[config.mk]
export PLATFORM = sky130hd
export DESIGN_NAME = pipeline_controller
export DESIGN_NICKNAME = d
export VERILOG_FILES = /design/src/rtl/pipeline_controller.sv
export SDC_FILE = /design/constraint.sdc
export NUM_CORES = 1
export LEC_CHECK = 0
export ABC_AREA = 1
export CORE_MARGIN = 2
export CORE_UTILIZATION = 35
export DETAILED_ROUTE_END_ITERATION = 10
export PLACE_DENSITY = 0.67
export SLEW_MARGIN = 20
export SYNTH_ARGS = -nofsm -noshare
export SYNTH_HDL_FRONTEND = slang
export SYNTH_SLANG_ARGS = --single-unit
[constraint.sdc]
create_clock -name clock -period 3.1 [get_ports clock]
set_input_delay 0.62 -clock clock [delete_from_list [all_inputs] [get_ports clock]]
set_output_delay 0.62 -clock clock [all_outputs]
set_load 0.02 [all_outputs]
[src/rtl/pipeline_controller.sv]
// -----------------------------------------------------------------------------
// pipeline_controller
//   Central hazard/flush controller for a 5-stage in-order pipeline.
//   Combines stall requests from ID/EX/MEM into a per-latch hold vector,
//   accepts MEM-stage exceptions, and converts memory stalls that never
//   complete into a bus-error flush.
//
// Parameters
//   TIMEOUT_CYCLES   consecutive memory-stall cycles before a bus-error flush
//   BUS_ERROR_VECTOR PC loaded on a bus-error flush
//
// Ports
//   clock                      in   single clock, rising edge
//   reset                      in   asynchronous, active-low
//   id_stall_request           in   load-use hazard from decode
//   ex_stall_request           in   multi-cycle execute busy
//   mem_stall_request          in   memory access outstanding
//   exception_request          in   exception raised in MEM (level)
//   exception_handler_address  in   handler PC for exception_request
//   counter_clear              in   synchronous clear of stall_count
//   stall[5:0]                 out  hold per latch: PC, IF/ID, ID/EX, EX/MEM, MEM/WB, WB
//   flush                      out  clear every pipeline latch (registered)
//   flush_address[31:0]        out  PC loaded while flush=1 (registered)
//   bus_error                  out  one-cycle pulse on memory timeout (registered)
//   stall_count[15:0]          out  saturating count of stalled cycles (registered)
// -----------------------------------------------------------------------------
module pipeline_controller #(
  parameter int unsigned TIMEOUT_CYCLES   = 256,
  parameter logic [31:0] BUS_ERROR_VECTOR = 32'h00000180
) (
  input  logic        clock,
  input  logic        reset,
  input  logic        id_stall_request,
  input  logic        ex_stall_request,
  input  logic        mem_stall_request,
  input  logic        exception_request,
  input  logic [31:0] exception_handler_address,
  input  logic        counter_clear,
  output logic [5:0]  stall,
  output logic        flush,
  output logic [31:0] flush_address,
  output logic        bus_error,
  output logic [15:0] stall_count
);

  typedef enum logic [1:0] {
    ST_RUN     = 2'd0,
    ST_FLUSH   = 2'd1,
    ST_RECOVER = 2'd2
  } state_t;

  localparam logic [15:0] TIMEOUT_LAST = 16'(TIMEOUT_CYCLES - 32'd1);

  localparam logic [5:0] STALL_MEM  = 6'b011111;
  localparam logic [5:0] STALL_EX   = 6'b001111;
  localparam logic [5:0] STALL_ID   = 6'b000111;
  localparam logic [5:0] STALL_NONE = 6'b000000;

  state_t      r_state;
  state_t      w_next_state;
  logic [15:0] r_timeout_cnt;
  logic        r_flush;
  logic        r_bus_error;
  logic [31:0] r_flush_address;
  logic [15:0] r_stall_count;
  logic [5:0]  w_stall;
  logic        w_timeout;
  logic        w_exc_take;

  // The counter already holds TIMEOUT_CYCLES-1 earlier stalled cycles, so this
  // cycle is the last one allowed before the access is declared dead.
  assign w_timeout  = (r_state == ST_RUN) && mem_stall_request &&
                      (r_timeout_cnt == TIMEOUT_LAST);
  // An exception must wait for the memory access to finish; a pending
  // timeout therefore always wins because it requires mem_stall_request=1.
  assign w_exc_take = (r_state == ST_RUN) && exception_request && !mem_stall_request;

  // State register.
  always_ff @(posedge clock or negedge reset) begin
    if (!reset) begin
      r_state <= ST_RUN;
    end else begin
      r_state <= w_next_state;
    end
  end

  // Next-state logic: FLUSH and RECOVER are single-cycle states.
  always_comb begin
    w_next_state = r_state;
    case (r_state)
      ST_RUN: begin
        if (w_timeout || w_exc_take) begin
          w_next_state = ST_FLUSH;
        end else begin
          w_next_state = ST_RUN;
        end
      end
      ST_FLUSH:   w_next_state = ST_RECOVER;
      ST_RECOVER: w_next_state = ST_RUN;
      default:    w_next_state = ST_RUN;
    endcase
  end

  // Stall vector: priority mem > ex > id, only while running and out of reset.
  always_comb begin
    w_stall = STALL_NONE;
    if (reset && (r_state == ST_RUN)) begin
      if (mem_stall_request) begin
        w_stall = STALL_MEM;
      end else if (ex_stall_request) begin
        w_stall = STALL_EX;
      end else if (id_stall_request) begin
        w_stall = STALL_ID;
      end else begin
        w_stall = STALL_NONE;
      end
    end else begin
      w_stall = STALL_NONE;
    end
  end

  // Memory timeout counter: counts consecutive stalled RUN cycles.
  always_ff @(posedge clock or negedge reset) begin
    if (!reset) begin
      r_timeout_cnt <= 16'd0;
    end else if ((r_state == ST_RUN) && mem_stall_request && !w_timeout) begin
      r_timeout_cnt <= r_timeout_cnt + 16'd1;
    end else begin
      r_timeout_cnt <= 16'd0;
    end
  end

  // Flush, bus-error and flush target registers, loaded on flush entry.
  always_ff @(posedge clock or negedge reset) begin
    if (!reset) begin
      r_flush         <= 1'b0;
      r_bus_error     <= 1'b0;
      r_flush_address <= 32'h0000_0000;
    end else begin
      r_flush     <= (w_next_state == ST_FLUSH);
      r_bus_error <= w_timeout;
      if (w_timeout) begin
        r_flush_address <= BUS_ERROR_VECTOR;
      end else if (w_exc_take) begin
        r_flush_address <= exception_handler_address;
      end else begin
        r_flush_address <= r_flush_address;
      end
    end
  end

  // Saturating stall-cycle counter; clear has priority over increment.
  always_ff @(posedge clock or negedge reset) begin
    if (!reset) begin
      r_stall_count <= 16'd0;
    end else if (counter_clear) begin
      r_stall_count <= 16'd0;
    end else if ((w_stall != STALL_NONE) && (r_stall_count != 16'hFFFF)) begin
      r_stall_count <= r_stall_count + 16'd1;
    end else begin
      r_stall_count <= r_stall_count;
    end
  end

  assign stall         = w_stall;
  assign flush         = r_flush;
  assign flush_address = r_flush_address;
  assign bus_error     = r_bus_error;
  assign stall_count   = r_stall_count;

endmodule

# After elaboration in Yosys (flattened, before gate mapping)
# Cells that the tools add are included.
# Widths: inputs -> output; s select.
# totals
latch_bits,0
ff_bits,68
mem_bits_rw,0
memories,0
mem_bits_ro,0
out_inout_bits,56
input_bits,39
word_cells,37
# op_classes
n_mux,11
div,0
n_bitwise,0
magnitude_cmp,0
n_eq_ne,4
mul,0
addsub,2
n_reduce_logical,14
shifts,0
# op_table
operator,n
$mux 32,2
$mux 16,3
$add 16x1->16 const B,2
$eq 16x8->1 const B,1
$ne 16x16->1 const B,1
$logic_and 1x1->1,7
$mux 6,1
$reduce_bool 6->1,1
$mux 5,1
$eq 2x1->1 const B,2
$mux 4,1
$pmux 2 s2,1
$reduce_bool 2->1,2
$mux 3,1
$logic_not 1->1,2
$logic_not 2->1,1
$logic_or 1x1->1,1
$mux 1,1

# Logic depth before layout (Yosys ltp)
# Gate-level depths: netlist (run 1).
# depth
ltp_word,8
ltp_mapped,10
depth_no_buf,10

# Worst setup path before layout (run 1)
# OpenSTA, ideal clock, no wires.
# synth_timing
path_kind,input to output
start,in mem_stall_request
end,out stall[1]
cell_stages,5
arrival_time_ns,1.265
path_buffers,1
setup_slack_ns,1.215
cell_sequence,nor2_1 > nand2_1 > nand2_1 > inv_1 > buf_4
# synth_between
elab_chain_cells,2
# synth_rtl
item,line,text
start: declaration,35,"input logic mem_stall_request,"
$mux 5,108,if (mem_stall_request) begin
$mux 6,107,if (reset && (r_state == ST_RUN)) begin
end: declaration,39,"output logic [5:0] stall,"
# Every way passes these cells.

# Worst setup path after layout (run 1)
# layout_timing
start,in mem_stall_request
end,out stall[0]
# Same word-level chain as after synthesis.

==> results of run 1 <==
==> worst min path at each step <==
stage | start | endpoint | slack, ps | cells after the start
global route | r_state[1]$_DFF_PN0_ | r_state[1]$_DFF_PN0_ | 450 | 1
detailed placement | r_state[1]$_DFF_PN0_ | r_state[1]$_DFF_PN0_ | 420 | 1
CTS | r_state[1]$_DFF_PN0_ | r_state[1]$_DFF_PN0_ | 430 | 1
finish | r_state[1]$_DFF_PN0_ | r_state[1]$_DFF_PN0_ | 430 | 1
global placement | r_state[1]$_DFF_PN0_ | r_state[1]$_DFF_PN0_ | 410 | 1
floorplan | reset | bus_error$_DFF_PN0_ | 320 | 0
==> cells in the final DEF, fill, tap and decap left out, types with 8 or more instances in the layout <==
cell type,n
clkbuf_8,10
clkdlybuf4s50_1,92
dfrtp_1,68
inv_1,70
nand2_1,214
nand3_1,25
nand4_1,8
nor2_1,54
nor3_1,10
xor2_1,9
==> worst max-delay path, delay by kind of cell <==
kind	cells	cell delay, ps
and+or+nand+nor	3	450
buffers and inverters	3	1030
==> through the flow <==
step	total power, mW	utilization
floorplan	1.31	-
global placement	1.59	0.468
detailed placement	1.60	0.468
CTS	2.58	0.495
global route	2.68	0.495
finish	2.55	0.495
==> power breakdown <==
| part | internal, mW | switching (mW) | total (mW) | leakage, nW |
|---|---|---|---|---|
| sequential | 0.972 | 0.0551 | 1.03 | 0.893 |
| combinational | 0.256 | 0.294 | 0.549 | 1.50 |
| clock | 0.639 | 0.337 | 0.976 | 0.131 |
==> cell type report <==
cell class	count	area, um^2	area share
Sequential cell	68	1700	0.350
Multi-Input combinational cell	342	1490	0.307
Tap cell	133	166	0.0342
Clock buffer	12	145	0.0299
Clock inverter	4	120	0.0247
Inverter	73	274	0.0564
Timing Repair Buffer	98	963	0.198
==> routing by layer <==
metal  GRT usage  share of wire
met1       0.205           0.47
met2       0.274           0.46
met3      0.0462          0.064
met4      0.0552         0.0091
met5           0              0
==> cells by family (layout without fill, tap and decap cells) <==
group / after synthesis / count (layout) / synth area share
flip-flops: 68 / 68 / 0.480
AND/OR/NAND/NOR: 324 / 324 / 0.381
buffers and inverters: 87 / 187 / 0.0995
XOR/XNOR: 10 / 10 / 0.0247
adder cells (fa/ha/maj): 2 / 2 / 0.00706
AO/OA/AOI/OAI: 5 / 5 / 0.00706
other: 1 / 1 / 0.00106
==> state kept, by name, summed over array words and instances (netlist names) <==
signal / count
r_state: 2
stall_count: 16
flush: 1
bus_error: 1
flush_address: 32
r_timeout_cnt: 16
==> reports/results.tsv, run 1 <==
stage	metric	value	unit
run_status	status	finished clean	
yosys	postSynth.topFlopCell	dfrtp_1	
critical_path	timing.critical_path.cells	clkdlybuf4s50_1 > nor2_1 > nand2_1 > nand2_1 > inv_1 > clkdlybuf4s50_1	
floorplanning	die-width	105	um
critical_path	standard_cell_with_the_maximum_stage_delay_on_the_critical_path	clkdlybuf4s50_1	
yosys	synth_largest_area_cell	dfrtp_1	
power_and_ir_drop	pwr_density_cell	525	nW/um^2
critical_path	worst_setup_path_startpoint	mem_stall_request	
critical_path	reg2reg_setup_slack	1210	ps
floorplanning	cell_row_count	36	
yosys	synth.cells.most_frequent	nand2_1, inv_1, dfrtp_1	
clocking	cts_hold_repair.buffers	0	
yosys	ys_ff_latch	68	
clocking	cts_resized	0	
clocking	worst_skew_pair.late_latency	330	ps
sta	whs	431	ps
sta	worst-slew-pin-transition	856	ps
layout	post_route_cells_drive_above_1_share	0.0503	
layout	final_area	4860	um^2
clocking	clock_sink_count	68	
sta	setup_ws	375	ps
layout	layout.nets	633	
placed_design	placement.cell_area	4600	um^2
drt	wl	8490	um
drt	post-route-drc-count	0	
yosys	synth_cell_types	26	
placed_design	cell_count_after_placement	714	
floorplanning	design.die.area	10900	um^2
yosys	fraction_of_post_synthesis_cell_area_in_the_top_cell_type_by_area	0.480	
layout	n_antenna_cell	0	
sta	slew_headroom	0.430	
yosys	synth_most_common_cell	nand2_1	
critical_path	r2r_end	stall_count[14]$_DFFE_PN0P_	
yosys	synth_edf_count	0	
floorplanning	top_level_port_count	95	
sta	hold_viol	0	
yosys	biggest_area_contributors_in_the_synthesized_netlist	dfrtp_1, nand2_1, inv_1	
floorplanning	start_util	0.361	
critical_path	critical_path_arrival	2100	ps
flow_run	timing.max_cap.violations	0	
drt	drt-vias-per-instance	4.42	
placed_design	detail_placement_hpwl	5950	um
yosys	syn-cell-area	3540	um^2
critical_path	endpoint_kind	output pin	
critical_path	cp-start-kind	input port	
sta	fin_crit	2720	ps
power_and_ir_drop	leakage_power_of_the_design	2.52	nW
drt	dr.first_iter.drc_count	122	
layout	instances_no_fill	730	
sta	timing_max_transition_violations_final	0	
clocking	cts_tree	yes	
sta	worst_clock_skew	11.6	ps
critical_path	r2r-start	stall_count[0]$_DFFE_PN0P_	
placed_design	place_ws	356	ps
critical_path	worst_r2r_path_depth	8	
yosys	yosysSeqAreaShare	0.480	
power_and_ir_drop	ir_worst_vdd	0.261	mV
global_route	grt_max_degree	69	
global_route	grt_first_pass_wirelength	14800	um
floorplanning	fp.coreArea	9820	um^2
clocking	clk_buf_depth	2	
sta	rsz0062_at_grt	false	
critical_path	crit_fanout	3	
yosys	total_of_warnings_raised_by_yosys	0	
global_route	grt_antenna_before_repair	0	
yosys	syn_avg_cell_area	7.13	um^2
sta	fin_tns_setup	0	ps
global_route	number_of_global_route_vias_before_repair	3315	
global_route	global_route.overflow_total	0	
critical_path	critPathKind	in -> out	
drt	detailroute.via_count	3230	
clocking	htreeDepth	3	
clocking	cts_root_buf	clkbuf_8	
global_route	globalRouteTotalUtil	0.164	
clocking	clkTransAtPathRegs	70	ps
critical_path	worst_setup_path_endpoint	stall[0]	
clocking	postCtsSetupRepairBufs	0	
placed_design	gpl.final_weighted_congestion	0.825	
floorplanning	dieHeight	105	um
layout	layout-area-overhead-vs-synth	37.1	%
drt	drt_pass1_iterations	5	
sta	final_min_period_over_clock_period	0.879	
placed_design	port_buffer_count	93	
worst_hold_path	min_path_type	reg -> reg	
drt	detail_route.wl_per_cell	11.6	um
yosys	postSynthNetCount	538	
yosys	ys_async_sr_fraction	1.00	
drt	drtAntennaViolNets	0	
yosys	synth_cells	497	
layout	fill_cells	972	
critical_path	worstPathRequired	2480	ps
critical_path	critical_path.max_stage_delay	530	ps
clocking	cts-buffers-inserted	9	
sta	max_clock_freq	367	MHz
sta	setup_viol	0	
No activity file was read; power rests on OpenSTA's default activity.
==> inputs of run 2 (changes only) <==
--- a/config.mk
+++ b/config.mk
@@ -6,10 +6,13 @@
 export NUM_CORES = 1
 export LEC_CHECK = 0
 export ABC_AREA = 1
+export CAP_MARGIN = 20
+export CELL_PAD_IN_SITES_DETAIL_PLACEMENT = 1
+export CELL_PAD_IN_SITES_GLOBAL_PLACEMENT = 2
 export CORE_MARGIN = 2
-export CORE_UTILIZATION = 35
+export CORE_UTILIZATION = 28
 export DETAILED_ROUTE_END_ITERATION = 10
-export PLACE_DENSITY = 0.67
+export PLACE_DENSITY = 0.9
 export SLEW_MARGIN = 20
 export SYNTH_ARGS = -nofsm -noshare
 export SYNTH_HDL_FRONTEND = slang
==> reports/results.tsv, run 2 (synthesis results as in run 1) <==
stage	metric	value	unit	change
power_and_ir_drop	pwr_density_cell	515	nW/um^2	-2.0%
sta	worst-slew-pin-transition	923	ps	+67.2 ps
drt	detailroute.via_count	3365		+4.2%
critical_path	critical_path_arrival	2150	ps	+50 ps
layout	most_frequent_cells_in_the_layout	nand2_1, clkdlybuf4s50_1, inv_1, dfrtp_1, nor2_1		
sta	worst_clock_skew	5.29	ps	-6.30 ps
clocking	cts_resized	0		unchanged
global_route	grt_max_degree	69		unchanged
floorplanning	dieHeight	117	um	+11%
drt	post-route-drc-count	0		unchanged
flow_run	timing.max_cap.violations	0		unchanged
global_route	globalRouteTotalUtil	0.159		-0.00460
critical_path	endpoint_kind	output pin		
placed_design	detail_placement_hpwl	7230	um	+22%
clocking	clk_buf_depth	2		unchanged
layout	area_used_by_multi_input_combinational_logic	1490	um^2	unchanged
drt	drt_pass1_iterations	4		-1
sta	rsz0062_at_grt	false		
drt	dr.first_iter.drc_count	139		+14%
global_route	global_route.overflow_total	0		unchanged
placed_design	port_buffer_count	93		unchanged
global_route	grt_first_pass_wirelength	16700	um	+13%
clocking	cts-buffers-inserted	9		unchanged
global_route	number_of_global_route_vias_before_repair	3484		+5.1%
sta	fin_crit	2770	ps	+42.9 ps
floorplanning	cell_row_count	41		+14%
layout	mostFrequentLayoutCell	nand2_1		
sta	timing_max_transition_violations_final	0		unchanged
sta	hold_viol	0		unchanged
layout	fill_cells	1563		+61%
critical_path	critPathKind	in -> out		
sta	final_min_period_over_clock_period	0.893		+0.0138
clocking	postCtsSetupRepairBufs	0		unchanged
clocking	htreeDepth	3		unchanged
floorplanning	design.die.area	13600	um^2	+24%
sta	fin_tns_setup	0	ps	unchanged
clocking	clkTransAtPathRegs	50	ps	-20 ps
layout	layout.nets	633		unchanged
floorplanning	die-width	117	um	+11%
drt	drt-vias-per-instance	4.38		-0.98%
layout	largest_register_ff_count	32		unchanged
drt	wl	10100	um	+18%
clocking	clock_sink_count	68		unchanged
floorplanning	fp.coreArea	12500	um^2	+27%
power_and_ir_drop	total_power_after_layout	2.53	mW	-0.87%
layout	post_route_cells_drive_above_1_share	0.0487		-0.00159
clocking	cts_hold_repair.buffers	0		unchanged
critical_path	worstPathRequired	2480	ps	about the same
sta	setup_ws	333	ps	-42.9 ps
power_and_ir_drop	leakage_power_of_the_design	2.53	nW	+0.21%
clocking	worst_skew_pair.late_latency	330	ps	about the same
drt	detail_route.wl_per_cell	13.1	um	+13%
run_status	status	finished clean		
placed_design	place_ws	315	ps	-41.1 ps
placed_design	gpl.final_weighted_congestion	0.769		-6.9%
clocking	cts_root_buf	clkbuf_16		
worst_hold_path	min_path_type	reg -> reg		
sta	max_clock_freq	361	MHz	-1.6%
global_route	grt_antenna_before_repair	0		unchanged
layout	n_antenna_cell	0		unchanged
sta	setup_viol	0		unchanged
critical_path	cp-start-kind	input port		
layout	register_area	1700	um^2	unchanged
floorplanning	start_util	0.284		-0.0766
drt	drtAntennaViolNets	0		unchanged
layout	layout-area-overhead-vs-synth	38.7	%	
sta	slew_headroom	0.385		-0.0448
clocking	cts_tree	yes		
power_and_ir_drop	ir_worst_vdd	0.260	mV	-0.23%
floorplanning	top_level_port_count	95		unchanged
critical_path	crit_fanout	3		unchanged
-- run 2: changes by cell type in the layout (fill, tap and decap cells not counted) --
cell and change:
bufinv_16 -4, clkinv_2 +2, clkbuf_8 -8, clkbuf_16 +9
-- run 2: power breakdown --
group | internal [mW] | total (mW) | switching (mW)
registers | 0.974 | 1.03 | 0.0522
clock network | 0.578 | 0.942 | 0.364
logic | 0.256 | 0.562 | 0.306
total | 1.81 | 2.53 | 0.723
-- run 2: final timing paths --
check                                           endpoint                  startpoint  cells past startpoint  slack (ps)
setup / recovery                                stall[0]           mem_stall_request                      6         330
hold / removal                      r_state[1]$_DFF_PN0_        r_state[1]$_DFF_PN0_                      1         430
setup reg to reg              r_timeout_cnt[8]$_DFF_PN0_  r_timeout_cnt[0]$_DFF_PN0_                      8        1210
hold reg to reg                     r_state[1]$_DFF_PN0_        r_state[1]$_DFF_PN0_                      1         430
max in group asynchronous  flush_address[17]$_DFFE_PN0P_                       reset                      2        1950
min in group asynchronous     stall_count[8]$_DFFE_PN0P_                       reset                      2         500
-- run 2: layout make-up --
class                           instances  area share
Inverter                               73      0.0558
Multi-Input combinational cell        342       0.303
Timing Repair Buffer                   98       0.196
Sequential cell                        68       0.346
Clock buffer                           13      0.0530
Clock inverter                          2     0.00204
Tap cell                              172      0.0438
-- run 2: critical path: stages --
cell	delay [ps]
clkdlybuf4s50_1	490
nor2_1	70
nand2_1	70
nand2_1	150
inv_1	130
clkdlybuf4s50_1	610
-- run 2: layer usage --
| metal | track usage | routed length, um |
|---|---|---|
| met4 | 0.0571 | 167 |
| met1 | 0.197 | 4550 |
| met2 | 0.262 | 4740 |
| met3 | 0.0509 | 595 |
| met5 | 0 | 0 |
-- run 2: through the flow --
step | utilization | cell area (um^2) | cells | hold slack (ps)
after floorplan | - | 3540 | 497 | 324
after global placement | 0.373 | 4640 | 753 | 414
after detailed placement | 0.373 | 4640 | 753 | 425
after CTS | 0.394 | 4910 | 768 | 432
after global routing | 0.394 | 4910 | 768 | 461
final | 0.394 | 4910 | 768 | 428
==> inputs of run 3 (changes only) <==
--- a/config.mk
+++ b/config.mk
@@ -6,6 +6,7 @@
 export NUM_CORES = 1
 export LEC_CHECK = 0
 export ABC_AREA = 1
+export ABC_CLOCK_PERIOD_IN_PS = 3100
 export CAP_MARGIN = 20
 export CELL_PAD_IN_SITES_DETAIL_PLACEMENT = 1
 export CELL_PAD_IN_SITES_GLOBAL_PLACEMENT = 2
==> results of run 3 <==
No change in the layout: final DEF, timing and power equal those of run 2.
